$ cat config.mk
export PLATFORM = sky130hd
export DESIGN_NAME = imem_stream_loader
export DESIGN_NICKNAME = d
export VERILOG_FILES = /design/src/rtl/imem_loader_pkg.sv /design/src/rtl/imem_stream_loader_packer.sv /design/src/rtl/imem_stream_loader.sv
export SDC_FILE = /design/constraint.sdc
export NUM_CORES = 1
export LEC_CHECK = 0
export ABC_CLOCK_PERIOD_IN_PS = 2800
export BUFFER_PORTS_ARGS = -buffer_cell sky130_fd_sc_hd__buf_2
export CAP_MARGIN = 20
export CORE_UTILIZATION = 56
export DETAILED_ROUTE_END_ITERATION = 10
export GPL_TIMING_DRIVEN = 0
export PLACE_DENSITY = 0.79
export SYNTH_ARGS = -nofsm -noshare
export SYNTH_HDL_FRONTEND = slang
export SYNTH_SLANG_ARGS = --single-unit
$ cat constraint.sdc
create_clock -name clk -period 2.8 [get_ports clk]
set_input_delay 0.56 -clock clk [delete_from_list [all_inputs] [get_ports clk]]
set_output_delay 0.56 -clock clk [all_outputs]
set_load 0.02 [all_outputs]
$ cat src/rtl/imem_loader_pkg.sv
// Shared types and constants for the instruction-memory stream loader.
// Optional checksum support is enabled by defining IMEM_LOADER_CHECKSUM_EN.
package imem_loader_pkg;

  typedef enum logic [2:0] {
    IDLE,
    LEN_LO,
    LEN_HI,
    DATA,
    WRITE,
    CSUM,
    DONE,
    ERR
  } loader_state_t;

  // Index of a byte within a 32-bit word (0..3)
  localparam int unsigned BYTE_IDX_W = 2;

  // Width of the trailing checksum byte
  localparam int unsigned CSUM_W = 8;

endpackage

$ cat src/rtl/imem_stream_loader_packer.sv
// byte_word_packer: assembles four bytes, LSB first, into a 32-bit word.
// 'last' is high when three bytes are buffered, so the next shift completes
// the word. 'word' only changes when a word completes, so it stays stable
// while the next word is being collected.
module byte_word_packer
  import imem_loader_pkg::*;
(
  input  logic        clk,
  input  logic        rst_n,
  input  logic        clear,
  input  logic        shift_en,
  input  logic [7:0]  byte_in,
  output logic        last,
  output logic [31:0] word
);

  logic [BYTE_IDX_W-1:0] idx;
  logic [23:0]           partial;

  assign last = (idx == '1);

  // Byte index, partial-word buffer and completed-word register
  always_ff @(posedge clk or negedge rst_n) begin
    if (!rst_n) begin
      idx     <= '0;
      partial <= '0;
      word    <= '0;
    end else if (clear) begin
      idx     <= '0;
      partial <= '0;
    end else if (shift_en) begin
      if (last) begin
        word <= {byte_in, partial};
        idx  <= '0;
      end else begin
        partial <= {byte_in, partial[23:8]};
        idx     <= idx + 1'b1;
      end
    end
  end

endmodule

$ cat src/rtl/imem_stream_loader.sv
// imem_stream_loader: fills instruction memory from a byte stream
// (LEN_LO, LEN_HI, then N little-endian words) and holds the CPU in reset
// while loading. Define IMEM_LOADER_CHECKSUM_EN to require a trailing XOR
// checksum byte after the data.
module imem_stream_loader
  import imem_loader_pkg::*;
#(
  parameter int ADDR_W = 11,
  parameter int LEN_W  = 16
) (
  input  logic              clk,
  input  logic              rst_n,
  input  logic              start,
  input  logic              byte_valid,
  input  logic [7:0]        byte_data,
  output logic              byte_ready,
  output logic              imem_wren,
  output logic [ADDR_W-1:0] imem_addr,
  output logic [31:0]       imem_wdata,
  output logic              cpu_hold,
  output logic              busy,
  output logic              done,
  output logic              error,
  output logic [ADDR_W:0]   words_loaded
);

  localparam int unsigned DEPTH = 32'd1 << ADDR_W;

`ifdef IMEM_LOADER_CHECKSUM_EN
  localparam loader_state_t END_ST = CSUM;
`else
  localparam loader_state_t END_ST = DONE;
`endif

  loader_state_t    state, state_nxt;
  logic [LEN_W-1:0] len_q;
  logic [LEN_W-1:0] n_hdr;
  logic             xfer;
  logic             load_start;
  logic             last_word;
  logic             pk_last;
  logic             pk_shift;

`ifdef IMEM_LOADER_CHECKSUM_EN
  logic [CSUM_W-1:0] csum_q;
`endif

  assign xfer       = byte_valid && byte_ready;
  assign load_start = start && (state == IDLE || state == DONE || state == ERR);
  assign n_hdr      = LEN_W'({byte_data, len_q[7:0]});
  assign last_word  = (32'(words_loaded) + 32'd1) == 32'(len_q);
  assign pk_shift   = (state == DATA) && xfer;

  // imem_wdata comes straight from the packer's completed-word register,
  // which only changes when a word completes, so it holds between writes.
  byte_word_packer u_packer (
    .clk      (clk),
    .rst_n    (rst_n),
    .clear    (load_start),
    .shift_en (pk_shift),
    .byte_in  (byte_data),
    .last     (pk_last),
    .word     (imem_wdata)
  );

  // State register
  always_ff @(posedge clk or negedge rst_n) begin
    if (!rst_n) state <= IDLE;
    else        state <= state_nxt;
  end

  // Next-state and state-decoded outputs
  always_comb begin
    state_nxt  = state;
    byte_ready = 1'b0;
    imem_wren  = 1'b0;
    cpu_hold   = 1'b0;
    busy       = 1'b0;
    done       = 1'b0;
    error      = 1'b0;
    case (state)
      IDLE: if (start) state_nxt = LEN_LO;
      LEN_LO: begin
        byte_ready = 1'b1;
        cpu_hold   = 1'b1;
        busy       = 1'b1;
        if (xfer) state_nxt = LEN_HI;
      end
      LEN_HI: begin
        byte_ready = 1'b1;
        cpu_hold   = 1'b1;
        busy       = 1'b1;
        if (xfer) begin
          if (32'(n_hdr) > DEPTH) state_nxt = ERR;
          else if (n_hdr == '0)   state_nxt = END_ST;
          else                    state_nxt = DATA;
        end
      end
      DATA: begin
        byte_ready = 1'b1;
        cpu_hold   = 1'b1;
        busy       = 1'b1;
        if (xfer && pk_last) state_nxt = WRITE;
      end
      WRITE: begin
        imem_wren = 1'b1;
        cpu_hold  = 1'b1;
        busy      = 1'b1;
        state_nxt = last_word ? END_ST : DATA;
      end
`ifdef IMEM_LOADER_CHECKSUM_EN
      CSUM: begin
        byte_ready = 1'b1;
        cpu_hold   = 1'b1;
        busy       = 1'b1;
        if (xfer) state_nxt = (byte_data == csum_q) ? DONE : ERR;
      end
`endif
      DONE: begin
        done = 1'b1;
        if (start) state_nxt = LEN_LO;
      end
      ERR: begin
        error    = 1'b1;
        cpu_hold = 1'b1;
        if (start) state_nxt = LEN_LO;
      end
      default: state_nxt = IDLE;
    endcase
  end

  // Length, word counter, write address and checksum.
  // imem_addr is captured when a word completes rather than tracking
  // words_loaded, so it holds its value after the write cycle.
  always_ff @(posedge clk or negedge rst_n) begin
    if (!rst_n) begin
      len_q        <= '0;
      words_loaded <= '0;
      imem_addr    <= '0;
`ifdef IMEM_LOADER_CHECKSUM_EN
      csum_q       <= '0;
`endif
    end else begin
      if (load_start) begin
        len_q        <= '0;
        words_loaded <= '0;
`ifdef IMEM_LOADER_CHECKSUM_EN
        csum_q       <= '0;
`endif
      end
      if (state == LEN_LO && xfer) len_q <= LEN_W'(byte_data);
      if (state == LEN_HI && xfer) len_q <= n_hdr;
      if (pk_shift) begin
`ifdef IMEM_LOADER_CHECKSUM_EN
        csum_q <= csum_q ^ byte_data;
`endif
        if (pk_last) imem_addr <= words_loaded[ADDR_W-1:0];
      end
      if (state == WRITE) words_loaded <= words_loaded + 1'b1;
    end
  end

endmodule
==> out/qor.txt <==
outcome = finished, final reports clean
mapped cell area = 0.00462 mm^2
CP Launch Type = flip-flop
post-DR vias/cell = 5.78
post-layout min period = 2590 ps
DR iter-0 viols = 333
post-CTS sizing = 0
gp weighted congestion = 0.889
core area = 0.00785 mm^2
class of the worst hold path = input port to async pin
Ports = 73
max-slew violations = 0
DRC = 0
Required @ worst endpoint = 2240 ps
worst slew pin tran = 929 ps
wire per inst = 16.5 um
routed via count = 3746
Post-CTS Setup Inserts = 0
register area share after synthesis = 54.1%
critical path peak fanout = 10
All-Layer GR Usage = 26.8%
hold_buf cts = 0
Max Cap Violations = 0
Pwr Density = 1050 mW/mm^2
most common cell after layout, fill and taps aside = nand2_1
final setup TNS = 0 ps
largest net degree at the start of global routing = 59
root buffer cell = clkbuf_8
cell breakdown of the critical path = clkbuf_1 > nor2_1 > nand2_2 > clkinv_1 > buf_2
area share of the largest cell type after synthesis = 54.1%
commonest cells after routing, fill and taps aside = 117 x nand2_1, 100 x dfrtp_1, 79 x buf_2
Antenna diodes = 0
Die H = 92.9 um
Worst R2R Setup Slack = 310 ps
Post-Route WL = 10.7 mm
hold slack = 165 ps
Clock H-tree levels = 3
first-pass GRT wire length = 17.7 mm
worst setup path category = flip-flop to output port
final hold vios = 0
number of different library cells in the post-synthesis netlist = 50
skew final = 8.36 ps
Final ANT Viol Nets = 0
Cells after Synth = 457
Clk Latency, worst-skew pair = 380 ps
Slew HR = 37.6%
fin area = 0.00536 mm^2
CP endpoint kind = output port
Clock Sinks = 100
number of placement rows = 32
Area contributors post-synth = dfrtp_1 54%, mux2_2 10%, nand2_1 9.5%
final worst slack = 212 ps
post-synth net total = 471
Placed Area = 0.00514 mm^2
gr ovfl total = 0
peak supply drop = 0.000620 V
post-DP HPWL = 7.53 mm
Reg2Reg Depth = 8
Post-synth EDFFs = 0
Clock Tree Buf Depth = 2
TritonCTS buffer count = 9
area grow syn2layout = 15.8%
# setup viols final = 0
critical path arrival = 2030 ps
FFs w/ async S/R, synth = 100%
number of global-route vias before repair = 3545
Seq cells post-synth = 100
Critical-path top delay cell = dfrtp_1
initial antenna violation count = 0
Finished Core Util = 68.3%
fin nets = 555
Avg Cell Area, Syn = 10.1 um^2
Worst-path clk slew = 100 ps
fill count = 667
leakage = 2.63 nW
Initial Util = 58.9%
Synth Flop Type = dfrtp_1
Period Utilization, post-route = 92.4%
IO Port Bufs = 72
layout cells sized above 1 = 28.6%
Die Span X = 92.9 um
Place WS = 436 ps
Max Clock Freq = 0.386 GHz
Yosys top cell by area = dfrtp_1
Pre-antenna DRT Iters = 5
RSZ-0062 raised after global routing = false
CP max stage delay = 410 ps
die area = 0.00863 mm^2
CTS tree = yes
Synthesis Warnings = 0
## final timing paths
kind,startpoint,to
max in group asynchronous,rst_n,u_packer.partial[19]
worst min register to register,imem_addr[9],imem_addr[9]
worst max register to register,words_loaded[0],state[0]
min in group clk,byte_data[1],u_packer.partial[17]
worst max-delay path,state[0],imem_wren
worst min-delay path,rst_n,imem_addr[7]
## cell type report
| cell class | instances | area, um^2 | area share [%] |
|---|---|---|---|
| plain buffers | 25 | 153 | 2.85 |
| clock buffers | 10 | 138 | 2.57 |
| clock inverters | 6 | 76.3 | 1.42 |
| inverters | 7 | 26.3 | 0.491 |
| multi-input cells | 325 | 1940 | 36.3 |
| flip-flops and latches | 100 | 2500 | 46.7 |
| well taps | 102 | 128 | 2.38 |
| repair buffers | 73 | 390 | 7.29 |
## power breakdown
part | switching (mW) | internal [mW] | total (mW)
logic | 1.34 | 0.869 | 2.21
registers | 0.411 | 2.00 | 2.41
clock network | 0.544 | 0.455 | 1.00
## worst max-delay path: cells and delay by family (launching register included)
family	cells	cell delay, ps
and+or+nand+nor	2	360
buffers and inverters	3	890
DFF	1	410
## per-layer routing
metal / track usage [%] / share of wire, %
met1: 38.2 / 45
met2: 41.9 / 48
met3: 3.53 / 5.7
met4: 10.5 / 2.1
met5: 0 / 0
## cells by family after synthesis
family	Yosys count	share of synthesized area, %
XOR/XNOR	17	3.22
AND/OR/NAND/NOR	177	17.2
buffers and inverters	32	3.87
adder cells (fa/ha/maj)	2	0.541
AO/OA/AOI/OAI	88	11.1
multiplexers	41	9.98
flip-flops	100	54.1
## Yosys cell counts, drive strengths merged, types with 3 or more instances
cell and instances:
o21ai 35, a21oi 31, o31ai 8, nand2 118, buf 17, xor2 7
a31oi 3, inv 6, and2 4, nand3 9, nor4 6, nor2 14
clkbuf 8, xnor2 10, nand4 5, nor3 10, mux2 41, dfrtp 100
## through the flow
step / power, mW / instances
after CTS: 5.62 / 648
after global placement: 4.51 / 631
final: 5.62 / 648
after global routing: 5.97 / 648
after detailed placement: 4.64 / 632
after floorplan: 3.89 / 457
## sequential cells by signal (all words and copies together), names as in the netlist
signal,cells
words_loaded,12
u_packer.idx,2
u_packer.partial,24
u_packer.word,32
state,3
len_q,16
imem_addr,11
No activity file was read; power rests on OpenSTA's default activity.
